File: src/rtl/dram_burst_reader.sv
// AXI4 burst read engine: splits a (start, nbytes) job into INCR bursts of at most
// BURST_BEATS beats and forwards the returned read data as a ready/valid stream.
module dram_burst_reader #(
    parameter int DATA_W          = 64,
    parameter int BURST_BEATS     = 16,
    parameter int MAX_OUTSTANDING = 4
) (
    input  logic              ACLK,
    input  logic              ARESET,
    output logic [31:0]       M_AXI_ARADDR,
    output logic              M_AXI_ARVALID,
    input  logic              M_AXI_ARREADY,
    output logic [7:0]        M_AXI_ARLEN,
    output logic [2:0]        M_AXI_ARSIZE,
    output logic [1:0]        M_AXI_ARBURST,
    input  logic [DATA_W-1:0] M_AXI_RDATA,
    input  logic              M_AXI_RVALID,
    output logic              M_AXI_RREADY,
    input  logic              M_AXI_RLAST,
    input  logic [1:0]        M_AXI_RRESP,
    input  logic              CONFIG_VALID,
    output logic              CONFIG_READY,
    input  logic [31:0]       CONFIG_START_ADDR,
    input  logic [31:0]       CONFIG_NBYTES,
    output logic [DATA_W-1:0] DATA,
    output logic              DATA_VALID,
    input  logic              DATA_READY,
    output logic              DATA_LAST,
    output logic              DONE,
    output logic              ERROR,
    output logic              DBG_BUSY
);

    localparam int BPB         = DATA_W / 8;
    localparam int SZ          = $clog2(BPB);
    localparam int CNT_W       = 32 - SZ;
    localparam int BURST_BYTES = BPB * BURST_BEATS;
    localparam int OUT_W       = $clog2(MAX_OUTSTANDING + 1);

    // Valid/ready rule on every channel: a transfer happens on a rising edge where
    // both valid and ready are high; valid-side payload holds until that edge.

    typedef enum logic {IDLE, BUSY} state_e;

    state_e           state_q;
    logic [31:0]      addr_q;
    logic [CNT_W-1:0] addr_rem_q;
    logic [CNT_W-1:0] data_rem_q;
    logic [OUT_W-1:0] outst_q;
    logic             done_q;
    logic             error_q;

    logic [CNT_W-1:0] ar_beats;
    logic             ar_hs;
    logic             r_hs;
    logic             busy;
    logic             unused_lsbs;

    assign busy        = (state_q == BUSY);
    assign unused_lsbs = ^{CONFIG_NBYTES[SZ-1:0], CONFIG_START_ADDR[SZ-1:0]};

    assign ar_beats = (addr_rem_q < CNT_W'(BURST_BEATS)) ? addr_rem_q : CNT_W'(BURST_BEATS);

    assign M_AXI_ARADDR  = addr_q;
    assign M_AXI_ARLEN   = 8'(ar_beats - CNT_W'(1));
    assign M_AXI_ARSIZE  = 3'(SZ);
    assign M_AXI_ARBURST = 2'b01;
    assign M_AXI_ARVALID = busy && (addr_rem_q != '0) && (outst_q < OUT_W'(MAX_OUTSTANDING));
    assign M_AXI_RREADY  = busy && DATA_READY;

    assign CONFIG_READY = (state_q == IDLE);
    assign DATA         = M_AXI_RDATA;
    assign DATA_VALID   = busy && M_AXI_RVALID;
    assign DATA_LAST    = DATA_VALID && (data_rem_q == CNT_W'(1));
    assign DONE         = done_q;
    assign ERROR        = error_q;
    assign DBG_BUSY     = busy;

    assign ar_hs = M_AXI_ARVALID && M_AXI_ARREADY;
    assign r_hs  = M_AXI_RVALID && M_AXI_RREADY;

    always_ff @(posedge ACLK) begin
        if (ARESET) begin
            state_q    <= IDLE;
            addr_q     <= '0;
            addr_rem_q <= '0;
            data_rem_q <= '0;
            outst_q    <= '0;
            done_q     <= 1'b0;
            error_q    <= 1'b0;
        end else begin
            done_q <= 1'b0;
            case (state_q)
                IDLE: begin
                    if (CONFIG_VALID) begin
                        state_q    <= BUSY;
                        addr_q     <= {CONFIG_START_ADDR[31:SZ], {SZ{1'b0}}};
                        addr_rem_q <= CONFIG_NBYTES[31:SZ];
                        data_rem_q <= CONFIG_NBYTES[31:SZ];
                        outst_q    <= '0;
                        error_q    <= 1'b0;
                    end
                end
                BUSY: begin
                    if (ar_hs) begin
                        addr_q     <= addr_q + (32'(ar_beats) << SZ);
                        addr_rem_q <= addr_rem_q - ar_beats;
                    end
                    if (ar_hs && !(r_hs && M_AXI_RLAST)) begin
                        outst_q <= outst_q + 1'b1;
                    end else if (!ar_hs && r_hs && M_AXI_RLAST) begin
                        outst_q <= outst_q - 1'b1;
                    end
                    if (r_hs) begin
                        data_rem_q <= data_rem_q - CNT_W'(1);
                        if (M_AXI_RRESP != 2'b00) begin
                            error_q <= 1'b1;
                        end
                        if (data_rem_q == CNT_W'(1)) begin
                            state_q <= IDLE;
                            done_q  <= 1'b1;
                        end
                    end else if (data_rem_q == '0) begin
                        // Zero-beat job: one BUSY cycle, then DONE together with IDLE.
                        state_q <= IDLE;
                        done_q  <= 1'b1;
                    end
                end
                default: state_q <= IDLE;
            endcase
        end
    end

    // BURST_BYTES alignment of the start address is the caller's contract.
    initial_check_unused : assert property (@(posedge ACLK) BURST_BYTES > 0);

endmodule

File: config.mk
export PLATFORM = sky130hd
export DESIGN_NAME = dram_burst_reader
export DESIGN_NICKNAME = d
export VERILOG_FILES = /design/src/rtl/dram_burst_reader.sv
export SDC_FILE = /design/constraint.sdc
export NUM_CORES = 1
export LEC_CHECK = 0
export CAP_MARGIN = 40
export CORE_MARGIN = 3
export CORE_UTILIZATION = 40
export DETAILED_ROUTE_END_ITERATION = 6
export GPL_ROUTABILITY_DRIVEN = 0
export PLACE_DENSITY = 0.75
export REMOVE_ABC_BUFFERS = 1
export SYNTH_ARGS = -nofsm -noshare
export SYNTH_HDL_FRONTEND = slang
export SYNTH_SLANG_ARGS = --single-unit
File: constraint.sdc
create_clock -name ACLK -period 4 [get_ports ACLK]
set_clock_uncertainty 0.15 [all_clocks]
set_input_delay 0.4 -clock ACLK [delete_from_list [all_inputs] [get_ports ACLK]]
set_output_delay 0.4 -clock ACLK [all_outputs]
set_load 0.02 [all_outputs]
== Yosys cells after proc, flatten, opt, wreduce, memory -nomap -nowiden ==
Cells that the tools add are included.
Cells by class
  muxes and demuxes: 25
  bitwise gates (word level): 1
  eq/ne operators: 6
  add/subtract/negate cells: 6
  reduce and logical (&&, ||, !) cells: 21
  magnitude comparators: 2
Operator list (number)
  2-to-1 mux 29 bit: 4
  case mux 29 bit (2 select lines): 2
  2-to-1 mux 32 bit: 2
  case mux 32 bit (2 select lines): 1
  adder 32 bit: 1
  equality test 29 x 1 -> 1 bit (second input constant): 1
  zero test 29 bit: 1
  less-than comparator 29 x 5 -> 1 bit (second input constant): 1
  nonzero test 29 bit: 1
  subtractor 29 x 1 -> 29 bit (second input constant): 1
  subtractor 29 bit: 1
  logical AND 1 bit: 11
  2-to-1 mux 1 bit: 10
  2-to-1 mux 3 bit: 3
  subtractor 8 x 1 -> 8 bit (second input constant): 1
  inequality test 2 x 1 -> 1 bit (second input constant): 3
  case mux 3 bit (2 select lines): 1
  AND reduction 2 bit: 3
  case mux 1 bit (2 select lines): 2
  adder 3 x 1 -> 3 bit (second input constant): 1
  less-than comparator 3 bit (second input constant): 1
  inequality test 3 x 1 -> 1 bit (second input constant): 1
  AND reduction 3 bit: 1
  subtractor 3 x 1 -> 3 bit (second input constant): 1
  5 further kinds: 6
Word-level totals
  input port bits: 137
  output and inout port bits: 117
  bits in registers: 96
  word-level logic and storage cells: 68

== Logic depth before layout (Yosys ltp) ==
  depth after elaboration: 10
  gate-level depth with buffers: 16
  mapped depth without buffers: 15

== Least setup slack after synthesis ==
OpenSTA, ideal clock, no wires.
  kind: register to register
  from: register addr_rem_q[13]
  to: register addr_q[24], in the netlist M_AXI_ARADDR[24]
  arrival: 4031 ps
  stages on the path, launching flop included: 17
  period minus slack after synthesis: 4296 ps
  required time: 3736 ps
  path buffers: 1
  setup slack: -296 ps
  setup time: 114 ps
  cells stage by stage: dfxtp_1 or4_4 or4_4 buf_6 nor3_4 nand2_1 inv_1 ha_1 a211oi_1 o21bai_1 o41ai_4 a21boi_1 o21ai_2 a21oi_1 a311oi_2 xor2_1 a2111oi_0
On the way
  longest elaborated chain between the ends: 6
  elaborated cells between the ends (all ways): 11
  classes of those cells: add/sub (1); order compare (1); eq/ne (1); mux (3); reduce/logical (5)
RTL lines
  from (decl): line 47  | logic [CNT_W-1:0] addr_rem_q;
  from (signal assigned): line 98  | addr_rem_q <= CONFIG_NBYTES[31:SZ];
  from (signal assigned): line 107  | addr_rem_q <= addr_rem_q - ar_beats;
  parallel branches: the longest is 6 deep, another holds adder 32 bit
  to (signal assigned): line 97  | addr_q <= {CONFIG_START_ADDR[31:SZ], {SZ{1'b0}}};
  to (signal assigned): line 106  | addr_q <= addr_q + (32'(ar_beats) << SZ);
  to (decl): line 46  | logic [31:0] addr_q;
Several ways; the timed one is not identified. The select of a mux whose other input is x is not followed.
A chain may end at the register's enable or synchronous reset.

== Worst setup path after layout ==
  from: register addr_rem_q[13]
  to: register addr_q[30], in the netlist M_AXI_ARADDR[30]
Same word-level chain as after synthesis.

==> results.md <==
- Status: complete, but fails checks
- Violated checks: setup timing
- Commonest cells post-synth: 115 x nor2_1, 94 x nand2_1, 93 x dfxtp_1
- Initial antenna violation count: 1
- Final total power: 0.00313 W
- Max_slew headroom: 36.9%
- TritonCTS Buffers: 9
- Post-synth top flop: dfxtp_1
- Clock sinks: 93
- Worst-path fanout max: 4
- Routed wire per std cell: 20.3 µm
- Max Freq: 0.248 GHz
- Mapped Cells: 960
- Switching share of total power: ~37%
- Yosys reg bits: 93
- Switching pwr: 0.00117 W
- Clock share of power: roughly a quarter
- Count leader, synth: nor2_1
- Share of layout cells above drive strength 1: ~15%
- # fillers: 1642
- CP startpoint kind: flip-flop
- Seq pwr share: between 30% and 40%
- Largest net degree at the start of global routing: 54
- Final wirelength: between 20000 and 30000 µm
- Final setup fails: 3
- Die H: 140 µm
- First-pass GRT wire length: about 39000 µm
- Clock Pin Slew Worst Setup and Hold Paths: 0.07 ns
- Avg Synthesized Cell Area: ~7.5 µm²
- Post-route DRC: 0
- Mapped Area: 0.00716 mm²
- Crit Path Class: reg -> reg
- Sequential share of the synthesized area: 26.0%
- Rows: 48
- Post-synth ARST share: 0%
- CTS Hold Buffers Added: 0
- H-tree depth: 3
- Ant diodes: 0
- Multi-input logic area: 0.00489 mm²
- MaxCap Viol Count: 0
- Critical Path RT: 4.06 ns
- Sequential cell area: 0.00187 mm²
- Die ar.: roughly 0.020 mm²
- Core area: 0.0174 mm²
- Final antenna-violating net count: 0
- Min-delay worst type: reg -> reg
- Setup TNS: -0.0735 ns
- Post-DP HPWL: 18700 µm
- Maximum vdd ir drop: roughly 250 µV
- Post-Place Worst Slack: -0.214 ns
- Yosys synthesis warning count: 0
- DRT Pass-1 Iters: 6
- Post-synth top area share: 26.0%
- Vias in the first global route: 6862
- Final period utilization: 101%
- Synth unique cells: 80
- Clock Path Buffers: 2
- PnR worst setup slack: -0.0352 ns
- Ranking of synthesized cells by area: dfxtp_1 26%, buf_4 7.5%, nor2_1 6.0%, ha_1 5.2%, a21oi_1 5.0%
- Via/cell ratio: 5.96
- Most area-hungry cell type in the Yosys netlist: dfxtp_1
- Power Internal: around 0.0020 W
- Final Hold Viols: 0
- RSZ-0062 raised after global routing: yes
- CP endpoint kind: flip-flop
- CTS tree: yes
- Static leakage: 3.48 nW
- Slew Viols, Final: 0
- Root Driver: clkbuf_16
- GRT overflow: 0
- Arrival time at the worst endpoint: 4.10 ns
- Worst hold slack: 0.304 ns
- Latest clock arrival within the worst-skew pair: 0.36 ns
- Post-route core utilization: about half
- PwrDens: ~350 mW/mm²
- Min cycle time layout: 4.04 ns
- I/O pin total: 254
- GRT Util Overall: 24.9%
- Combinational Power Share: between 30% and 40%
- Worst slew pin tran: 0.944 ns
- Synth-to-Final Area Change: 25.1%
- Total number of vias: roughly 7.6k
- EDFF count, synth: 0
- Nets@finish: 1208
- DRT iter0 DRCs: 559
- Port Buffers: 111
- Starting Density: 41.1%
- Die X: 140 µm
[layout make-up]
class,count,area share (%)
clock buffer,13,2.79
clock inverter,3,0.237
inverter,17,0.712
multi-input combinational,748,54.6
sequential,93,20.8
tap,225,3.14
timing repair buffer,170,17.7
[metrics by stage]
stage,area (µm²),instances
floorplan,6490,858
global placement,8260,1242
detailed placement,8260,1242
CTS,8630,1259
global route,8960,1269
finish,8960,1269
[cells by family after synthesis]
logic type,synth area share [%]
simple gates,22.8
compound gates,29.0
buf+inv,11.8
flops,26.0
fa+ha+maj,5.94
xor+xnor,2.81
mux,1.57
other cells,0.105
[placed cells by master (no fill, tap or decap), types with 14 or more instances in the layout]
cell type	instances
a211oi_1	32
dfxtp_1	91
xor2_1	16
a21o_1	18
a21oi_1	68
nand2_1	91
conb_1	31
nor3_1	39
o22ai_1	14
clkdlybuf4s50_1	109
ha_1	26
buf_4	52
nor2_1	111
nand3_1	14
o21ai_0	53
inv_1	15
nor4_1	15
[per-layer routing]
metal / up-vias / share of wire (%) / global-route usage, %
li1: 3582 / - / -
met1: 3539 / 42 / 32.4
met2: 394 / 42 / 35.0
met3: 39 / 15 / 15.1
met4: 8 / 1.6 / 4.74
met5: - / 0.58 / 6.52
[worst paths after layout]
check            startpoint               end  slack, ns  depth (start not counted)
min reg2reg           ERROR             ERROR       0.30                          2
min                   ERROR             ERROR       0.30                          2
max          addr_rem_q[13]  M_AXI_ARADDR[30]      -0.04                         17
max reg2reg  addr_rem_q[13]  M_AXI_ARADDR[30]      -0.04                         17
[worst max-delay path, stage by stage (launching register included)]
cell	delay (ns)
dfxtp_2	0.32
or4_4	0.52
or4_4	0.47
nor3_4	0.24
buf_4	0.15
buf_6	0.09
and2_4	0.14
ha_4	0.22
o21ai_2	0.08
o21bai_2	0.11
o41ai_4	0.26
buf_4	0.19
a21oi_4	0.07
o2111ai_2	0.20
a21oi_2	0.10
o41ai_2	0.25
mux2i_1	0.24
a31oi_1	0.09
[sequential cells by signal (all words and copies together), names as in the netlist]
signal,flops
DBG_BUSY,1
DONE,1
ERROR,1
M_AXI_ARADDR,29
addr_rem_q,29
data_rem_q,29
outst_q,3
[what timing repair did]
item                                    in CTS  in global routing
gates resized for setup                     20                 54
gates cloned                                 0                  0
endpoints found under the setup margin      11                 19
pin swaps                                    7                 24
buffers inserted                             1                 11
[power by group through the flow]
| stage | sequential [W] | clock [W] | combinational (W) |
|---|---|---|---|
| 2_1_floorplan | 0.00116 | 0 | 0.000662 |
| 3_3_place_gp | 0.00113 | 0 | 0.00107 |
| 3_5_place_dp | 0.00114 | 0 | 0.00109 |
| 4_1_cts | 0.00112 | 0.000841 | 0.00111 |
| 5_1_grt | 0.00113 | 0.000875 | 0.00130 |
| 6_report | 0.00112 | 0.000831 | 0.00118 |
No activity file was read; power rests on OpenSTA's default activity.
